==> src/rtl/star_tally_pkg.sv <==
// star_tally_pkg: shared game constants for the star collectible tally.
// FSM encoding, default blink timing (25 MHz sys_clk) and popcount.
package star_tally_pkg;

    localparam logic [1:0] ST_IDLE  = 2'd0;
    localparam logic [1:0] ST_FLASH = 2'd1;
    localparam logic [1:0] ST_CLEAR = 2'd2;

    typedef enum logic [1:0] {
        S_IDLE  = ST_IDLE,
        S_FLASH = ST_FLASH,
        S_CLEAR = ST_CLEAR
    } star_state_e;

    localparam int MAX_STARS  = 15;
    localparam int SYS_CLK_HZ = 25_000_000;

    // 0.5 s window, 1/16 s half-period at 25 MHz
    localparam logic [23:0] FLASH_CYCLES_DEF = 24'(SYS_CLK_HZ / 2);
    localparam logic [23:0] FLASH_HALF_DEF   = 24'(SYS_CLK_HZ / 16);

    // counts set bits among the low n bits of v
    function automatic logic [3:0] popcount(
        input logic [MAX_STARS-1:0] v,
        input int                   n
    );
        logic [3:0] c;
        c = '0;
        for (int i = 0; i < MAX_STARS; i++) begin
            if (i < n && v[i]) c = c + 4'd1;
        end
        return c;
    endfunction

endpackage

==> src/rtl/star_tally_if.sv <==
// star_tally_if: touch/restart inputs and tally/HUD outputs of star_tally.
// master = star objects + HUD side, slave = star_tally (sfx_req if STAR_TALLY_SFX_EN).
interface star_tally_if #(
    parameter int NUM_STARS = 3,
    parameter int CNT_W     = 4
);
    logic [NUM_STARS-1:0] touch_star;
    logic                 level_restart;
    logic [NUM_STARS-1:0] star_mask;
    logic [CNT_W-1:0]     star_count;
    logic                 flash;
    logic                 level_clear;
`ifdef STAR_TALLY_SFX_EN
    logic                 sfx_req;

    modport master (
        output touch_star, level_restart,
        input  star_mask, star_count, flash, level_clear, sfx_req
    );
    modport slave (
        input  touch_star, level_restart,
        output star_mask, star_count, flash, level_clear, sfx_req
    );
`else
    modport master (
        output touch_star, level_restart,
        input  star_mask, star_count, flash, level_clear
    );
    modport slave (
        input  touch_star, level_restart,
        output star_mask, star_count, flash, level_clear
    );
`endif
endinterface

==> src/rtl/star_tally_blink.sv <==
// star_blink_timer: blink window after a pickup; i_start (re)starts it.
// Ports: sys_clk, RST_N, i_start, i_clear -> o_flash (toggling), o_done.
module star_blink_timer
    import star_tally_pkg::*;
#(
    parameter logic [23:0] FLASH_CYCLES = FLASH_CYCLES_DEF,
    parameter logic [23:0] FLASH_HALF   = FLASH_HALF_DEF
) (
    input  logic sys_clk,
    input  logic RST_N,
    input  logic i_start,
    input  logic i_clear,
    output logic o_flash,
    output logic o_done
);

    logic [23:0] r_flash_tmr;
    logic [23:0] r_half_tmr;
    logic        r_active;
    logic        r_flash;

    // high during the last cycle of the window
    assign o_done  = r_active & (r_flash_tmr == FLASH_CYCLES - 24'd1);
    assign o_flash = r_flash;

    always_ff @(posedge sys_clk or negedge RST_N) begin
        if (!RST_N) begin
            r_flash_tmr <= '0;
            r_half_tmr  <= '0;
            r_active    <= 1'b0;
            r_flash     <= 1'b0;
        end else if (i_clear) begin
            r_flash_tmr <= '0;
            r_half_tmr  <= '0;
            r_active    <= 1'b0;
            r_flash     <= 1'b0;
        end else if (i_start) begin
            r_flash_tmr <= '0;
            r_half_tmr  <= '0;
            r_active    <= 1'b1;
            r_flash     <= 1'b1;
        end else if (o_done) begin
            r_flash_tmr <= '0;
            r_half_tmr  <= '0;
            r_active    <= 1'b0;
            r_flash     <= 1'b0;
        end else if (r_active) begin
            r_flash_tmr <= r_flash_tmr + 24'd1;
            if (r_half_tmr == FLASH_HALF - 24'd1) begin
                r_half_tmr <= '0;
                r_flash    <= ~r_flash;
            end else begin
                r_half_tmr <= r_half_tmr + 24'd1;
            end
        end
    end

endmodule

==> src/rtl/star_tally.sv <==
// star_tally: collects star touch pulses into mask/count, blinks HUD, flags level clear.
// Ports: sys_clk, RST_N, bus (star_tally_if.slave). Option: STAR_TALLY_SFX_EN adds sfx_req.
module star_tally
    import star_tally_pkg::*;
#(
    parameter int          NUM_STARS    = 3,
    parameter logic [23:0] FLASH_CYCLES = FLASH_CYCLES_DEF,
    parameter logic [23:0] FLASH_HALF   = FLASH_HALF_DEF,
    parameter int          CNT_W        = 4
) (
    input  logic         sys_clk,
    input  logic         RST_N,
    star_tally_if.slave  bus
);

    logic [NUM_STARS-1:0] r_touch_s;
    logic [NUM_STARS-1:0] r_touch_q;
    logic [NUM_STARS-1:0] r_mask;
    logic [CNT_W-1:0]     r_count;
    star_state_e          r_state;
    logic                 r_level_clear;

    logic [NUM_STARS-1:0] w_new_hits;
    logic [3:0]           w_pop;
    logic [CNT_W:0]       w_sum;
    logic [CNT_W-1:0]     w_count_nxt;
    logic                 w_start;
    logic                 w_done;
    logic                 w_flash;

    // sample stage then edge stage: mask updates two edges after the touch
    assign w_new_hits  = r_touch_s & ~r_touch_q & ~r_mask;
    assign w_pop       = popcount(MAX_STARS'(w_new_hits), NUM_STARS);
    assign w_sum       = {1'b0, r_count} + (CNT_W+1)'(w_pop);
    assign w_count_nxt = (w_sum > (CNT_W+1)'(NUM_STARS))
                       ? CNT_W'(NUM_STARS) : w_sum[CNT_W-1:0];
    assign w_start     = (|w_new_hits) & ~bus.level_restart
                       & (r_state != S_CLEAR);

    always_ff @(posedge sys_clk or negedge RST_N) begin
        if (!RST_N) begin
            r_touch_s <= '0;
            r_touch_q <= '0;
            r_mask    <= '0;
            r_count   <= '0;
        end else if (bus.level_restart) begin
            // held touches are re-counted after a restart
            r_touch_s <= '0;
            r_touch_q <= '0;
            r_mask    <= '0;
            r_count   <= '0;
        end else begin
            r_touch_s <= bus.touch_star;
            r_touch_q <= r_touch_s;
            if (|w_new_hits) begin
                r_mask  <= r_mask | w_new_hits;
                r_count <= w_count_nxt;
            end
        end
    end

    always_ff @(posedge sys_clk or negedge RST_N) begin
        if (!RST_N) begin
            r_state       <= S_IDLE;
            r_level_clear <= 1'b0;
        end else if (bus.level_restart) begin
            r_state       <= S_IDLE;
            r_level_clear <= 1'b0;
        end else begin
            unique case (r_state)
                S_IDLE: begin
                    if (w_start) r_state <= S_FLASH;
                end
                S_FLASH: begin
                    if (!w_start && w_done) begin
                        if (r_count == CNT_W'(NUM_STARS)) begin
                            r_state       <= S_CLEAR;
                            r_level_clear <= 1'b1;
                        end else begin
                            r_state <= S_IDLE;
                        end
                    end
                end
                S_CLEAR: begin
                    r_level_clear <= 1'b1;
                end
                default: begin
                    r_state       <= S_IDLE;
                    r_level_clear <= 1'b0;
                end
            endcase
        end
    end

    star_blink_timer #(
        .FLASH_CYCLES (FLASH_CYCLES),
        .FLASH_HALF   (FLASH_HALF)
    ) u_blink (
        .sys_clk (sys_clk),
        .RST_N   (RST_N),
        .i_start (w_start),
        .i_clear (bus.level_restart),
        .o_flash (w_flash),
        .o_done  (w_done)
    );

    assign bus.star_mask   = r_mask;
    assign bus.star_count  = r_count;
    assign bus.flash       = w_flash;
    assign bus.level_clear = r_level_clear;

`ifdef STAR_TALLY_SFX_EN
    logic r_sfx;
    logic r_sfx_ext;

    // the completing pickup stretches the trigger to two cycles
    always_ff @(posedge sys_clk or negedge RST_N) begin
        if (!RST_N) begin
            r_sfx     <= 1'b0;
            r_sfx_ext <= 1'b0;
        end else if (bus.level_restart) begin
            r_sfx     <= 1'b0;
            r_sfx_ext <= 1'b0;
        end else begin
            r_sfx     <= (|w_new_hits) | r_sfx_ext;
            r_sfx_ext <= (|w_new_hits)
                       & (w_count_nxt == CNT_W'(NUM_STARS));
        end
    end

    assign bus.sfx_req = r_sfx;
`endif

endmodule

==> src/flat_wrapper.sv <==
// flat-port wrapper written by rule: the top's interface ports become plain ports
module star_tally_flat import star_tally_pkg::*;
#(
    parameter int          NUM_STARS    = 3,
    parameter logic [23:0] FLASH_CYCLES = FLASH_CYCLES_DEF,
    parameter logic [23:0] FLASH_HALF   = FLASH_HALF_DEF,
    parameter int          CNT_W        = 4
)
  (sys_clk, RST_N, bus_touch_star, bus_level_restart, bus_star_mask, bus_star_count, bus_flash, bus_level_clear);
  star_tally_if #(.NUM_STARS(NUM_STARS), .CNT_W(CNT_W)) bus_i ();
  input  logic sys_clk;
  input  logic RST_N;
  input wire logic [$bits(bus_i.touch_star)-1:0] bus_touch_star;
  input wire logic [$bits(bus_i.level_restart)-1:0] bus_level_restart;
  output wire logic [$bits(bus_i.star_mask)-1:0] bus_star_mask;
  output wire logic [$bits(bus_i.star_count)-1:0] bus_star_count;
  output wire logic [$bits(bus_i.flash)-1:0] bus_flash;
  output wire logic [$bits(bus_i.level_clear)-1:0] bus_level_clear;
  assign bus_i.touch_star = bus_touch_star;
  assign bus_i.level_restart = bus_level_restart;
  assign bus_star_mask = bus_i.star_mask;
  assign bus_star_count = bus_i.star_count;
  assign bus_flash = bus_i.flash;
  assign bus_level_clear = bus_i.level_clear;
  star_tally #(.NUM_STARS(NUM_STARS), .FLASH_CYCLES(FLASH_CYCLES), .FLASH_HALF(FLASH_HALF), .CNT_W(CNT_W)) u_core (.sys_clk(sys_clk), .RST_N(RST_N), .bus(bus_i));
endmodule
==> config.mk <==
export PLATFORM = sky130hd
export DESIGN_NAME = star_tally_flat
export DESIGN_NICKNAME = d
export VERILOG_FILES = /design/src/rtl/star_tally_pkg.sv /design/src/rtl/star_tally_if.sv /design/src/rtl/star_tally_blink.sv /design/src/rtl/star_tally.sv /design/src/flat_wrapper.sv
export SDC_FILE = /design/constraint.sdc
export NUM_CORES = 1
export LEC_CHECK = 0
export ABC_CLOCK_PERIOD_IN_PS = 4100
export CAP_MARGIN = 0
export CORE_ASPECT_RATIO = 0.9
export CORE_UTILIZATION = 50
export DETAILED_ROUTE_END_ITERATION = 8
export GPL_ROUTABILITY_DRIVEN = 0
export GPL_TIMING_DRIVEN = 1
export PLACE_DENSITY = 0.67
export SLEW_MARGIN = 20
export SYNTH_ARGS = -nofsm -noshare
export SYNTH_HDL_FRONTEND = slang
export SYNTH_HIERARCHICAL = 1
export SYNTH_SLANG_ARGS = --single-unit
==> constraint.sdc <==
create_clock -name sys_clk -period 4.1 [get_ports sys_clk]
set_input_delay 1.025 -clock sys_clk [delete_from_list [all_inputs] [get_ports sys_clk]]
set_output_delay 1.025 -clock sys_clk [all_outputs]
set_load 0.03 [all_outputs]
==> flow_summary.toml <==
[run_status]
status = "completed"

[setup_path]
cp_data_required_time_ns = 4.32
r2r_end = "u_core/bus.star_count[1]$_DFFE_PN0P_"
timing.reg2reg.setup_slack_ns = 1.38
crit_fanout = 41
cp_top_family = "simple AND/OR/NAND/NOR gates"
slowest_stage = "or2_2"
reg2reg_depth = 12
reg2reg_from = "u_core/bus.star_mask[0]$_DFFE_PN0P_"
crit_chain = "clkdlybuf4s50_1 -> buf_4 -> nor2_1 -> or2_2 -> nor3b_1 -> a32oi_1 -> o21ai_1"
crit_type = "in -> reg"
path_buf_inv = 2
end_kind = "flip-flop"
cp-start-kind = "input pin"
cpPeakStageDelay_ns = 0.70
arrival_ns = 3.16

[yosys]
syn_avg_cell_area_um2 = 9.27
yosys_warnings = 6
yosys_most_used_dff = "dfrtp_1"
synth-edff-count = 0
synth_area_um2 = 3890
synth_cell_type_count = 67
synth.net_count = 437
synth_seq_cells = 66
netlist_instances = 420
seq_area_frac_synth_pct = 42.4
async_reset_ff_share_pct = 100

[clocking]
cts_setup_buffers = 0
clockRootBuffer = "clkbuf_8"
cts_sinks = 66
cts_buffers = 9
htree_num_levels = 3
clockBufferDepth = 2
cts_tree = "yes"
cts_resized = 0
insertion_delay_ns = 0.34
cts_hold_buffers = 0
clk_pin_slew_ns = 0.07

[sta]
setup_viol = 0
min_period_ns = 2.94
hold_violations = 0
max_freq_mhz = 340
worst_slack_ns = 1.16
worst_pin_slew_ns = 0.789
clock_skew_ns = 0.00920
slew_viol_final = 0
rsz0062_at_grt = "no"
relSlewSlack_pct = 47.4
layout_worst_path_cycle_share_pct = 71.7
fin_setup_tns_ns = 0

[floorplan]
die_y_um = 85.7
ios = 15
dieArea_um2 = 8150
die_w_um = 95.0
start_util_pct = 51.6
core-area_um2 = 7540
num_rows = 30

[cells_and_area]
final_cell_mix = "dfrtp_1 (66), nand2_1 (43), nor2_1 (35), nor3_1 (27)"
nets = 452
diodes = 0
regArea_um2 = 1650
layout_commonest_cell = "dfrtp_1"
layout-drive-gt1-share_pct = 10.5
finish.utilization_pct = 57.0
nFillCells = 690
multi_input_area_um2 = 2070
stdcell_area_um2 = 4300
syn_to_final_growth_pct = 10.5

[detailed_routing]
top_layer_used = "met4"
ant_nets = 0
viasPerCell = 6.14
first_pass_iters = 5
wl_met1_mm = 4.22
wire_per_inst_um = 16.2
wl_met2_mm = 3.98
drc = 0
wl_met3_um = 366
routed_wl_mm = 8.66
vias = 3293
drtIter0Drc = 192

[placement]
place_ws_ns = 0.826
place_area_um2 = 4110
hpwl_mm = 5.71
port_buffers = 14

[pwr]
netSwitchingPower_w = 0.000384
swShare_pct = 27.6
p_clk_share_pct = 38.7
power_frac_comb_pct = 12.4
p_total_w = 0.00139
ir_worst_vdd_uv = 168
p_int_w = 0.00101
p_per_area_nw_per_um2 = 324
power_frac_seq_pct = 48.9
p_leak_nw = 1.74

[worst_hold_path]
min-delay-start = "u_core/u_blink/r_flash_tmr[13]$_DFFE_PN0P_"
min_to = "u_core/u_blink/r_flash_tmr[13]$_DFFE_PN0P_"
hold_path_depth = 1
hold_path_class = "reg -> reg"

[run]
cap_violations = 0

[grt]
grt_overflow = 0
grt_pass1_wl_mm = 14.9
grt_max_degree = 52
grt_antenna_before_repair = 0
grt_pass1_vias = 3113
grt.total_usage_pct = 23.4
-- worst reg2reg max path, cell delays in order, from the launching register on --
cell      delay (ns)
dfrtp_1         0.41
nor3b_2         0.35
inv_1           0.08
ha_1            0.30
xor2_1          0.18
ha_1            0.21
inv_1           0.06
fa_1            0.36
inv_1           0.08
nor3_1          0.05
a31oi_1         0.14
nor3_1          0.09
a221oi_1        0.30
-- logic make-up after synthesis --
| kind of cell | after synthesis | synth area share [%] |
|---|---|---|
| muxes | 6 | 1.67 |
| AOI/OAI and AO/OA | 72 | 12.8 |
| DFF | 66 | 42.4 |
| xor gates and xnor gates | 21 | 4.72 |
| adders and majority gates | 11 | 3.73 |
| buffers and inverters | 40 | 4.50 |
| and+or+nand+nor | 204 | 30.1 |
-- flip-flops by register name (all words and copies together) (netlist names) --
signal / cells
u_core/bus.level_clear: 1
u_core/r_touch_s: 3
u_core/u_blink/o_flash: 1
u_core/bus.star_mask: 3
u_core/u_blink/r_active: 1
u_core/bus.star_count: 4
u_core/u_blink/r_half_tmr: 24
u_core/r_touch_q: 3
u_core/u_blink/r_flash_tmr: 24
u_core/r_state: 2
-- cell usage after synthesis (all sizes together) (2+ instances only) --
cell type  instances  area, µm²
nand3             16       80.1
nor2b              6       37.5
nand2b             7       43.8
mux2i              5       50.1
nor2              36        138
and3               5       31.3
dfrtp             66       1650
or2                2       12.5
inv               24       90.1
xor2              18        158
o31ai              4       35.0
buf                7       50.0
or4                6       48.8
nor3b              4       57.6
o22ai              7       43.8
a32o               2       20.0
a221oi             2       23.8
o21ai              9       45.0
a211oi             2       15.0
nor4               7        104
a21o               3       22.5
a41oi              3       26.3
a31oi              4       25.0
a311oi             2       17.5
nor4b              3       26.3
clkbuf             8       30.0
nand4             26        175
nand2             45        174
or3                5       31.3
ha                10        125
and2               2       12.5
a32oi              2       17.5
nor3              29        155
a21oi             24        135
xnor2              3       26.3
-- power groups by stage --
stage	combinational [W]	clock, W	sequential [W]
5_1_grt	0.000191	0.000586	0.000682
2_1_floorplan	0.0000981	0	0.000705
3_5_place_dp	0.000173	0	0.000693
4_1_cts	0.000175	0.000558	0.000680
6_report	0.000173	0.000539	0.000680
3_3_place_gp	0.000169	0	0.000692
-- how the worst max path moves through the flow --
| stage | from | to | slack (ns) | cells past startpoint |
|---|---|---|---|---|
| floorplan | bus_level_restart | u_core/u_blink/r_flash_tmr[17]$_DFFE_PN0P_ | 1.54 | 6 |
| global placement | bus_level_restart | u_core/u_blink/r_flash_tmr[6]$_DFFE_PN0P_ | 0.89 | 6 |
| detailed placement | bus_level_restart | u_core/u_blink/r_half_tmr[2]$_DFFE_PN0P_ | 0.83 | 7 |
| CTS | bus_level_restart | u_core/u_blink/r_half_tmr[2]$_DFFE_PN0P_ | 1.18 | 7 |
| global route | bus_level_restart | u_core/u_blink/r_half_tmr[19]$_DFFE_PN0P_ | 1.00 | 8 |
| finish | bus_level_restart | u_core/u_blink/r_half_tmr[2]$_DFFE_PN0P_ | 1.16 | 7 |
-- through the flow --
step	hold WS [ns]	instances
after floorplan	0.447	420
after global placement	0.471	520
after detailed placement	0.476	520
after CTS	0.486	536
after global routing	0.518	536
final	0.484	536
-- routing by layer --
| metal | up-vias | GRT usage, % |
|---|---|---|
| met5 | - | 0 |
| met4 | 0 | 7.99 |
| met3 | 7 | 4.34 |
| met2 | 84 | 37.1 |
| met1 | 1642 | 32.2 |
| li1 | 1560 | - |
-- area by class of cell --
type | instances | share of cell area [%]
multi-input combinational | 314 | 48.1
sequential | 66 | 38.4
timing repair buffer | 19 | 4.01
clock buffer | 10 | 2.97
tap | 96 | 2.79
inverter | 25 | 2.21
clock inverter | 6 | 1.57
No activity file was read; power rests on OpenSTA's default activity.
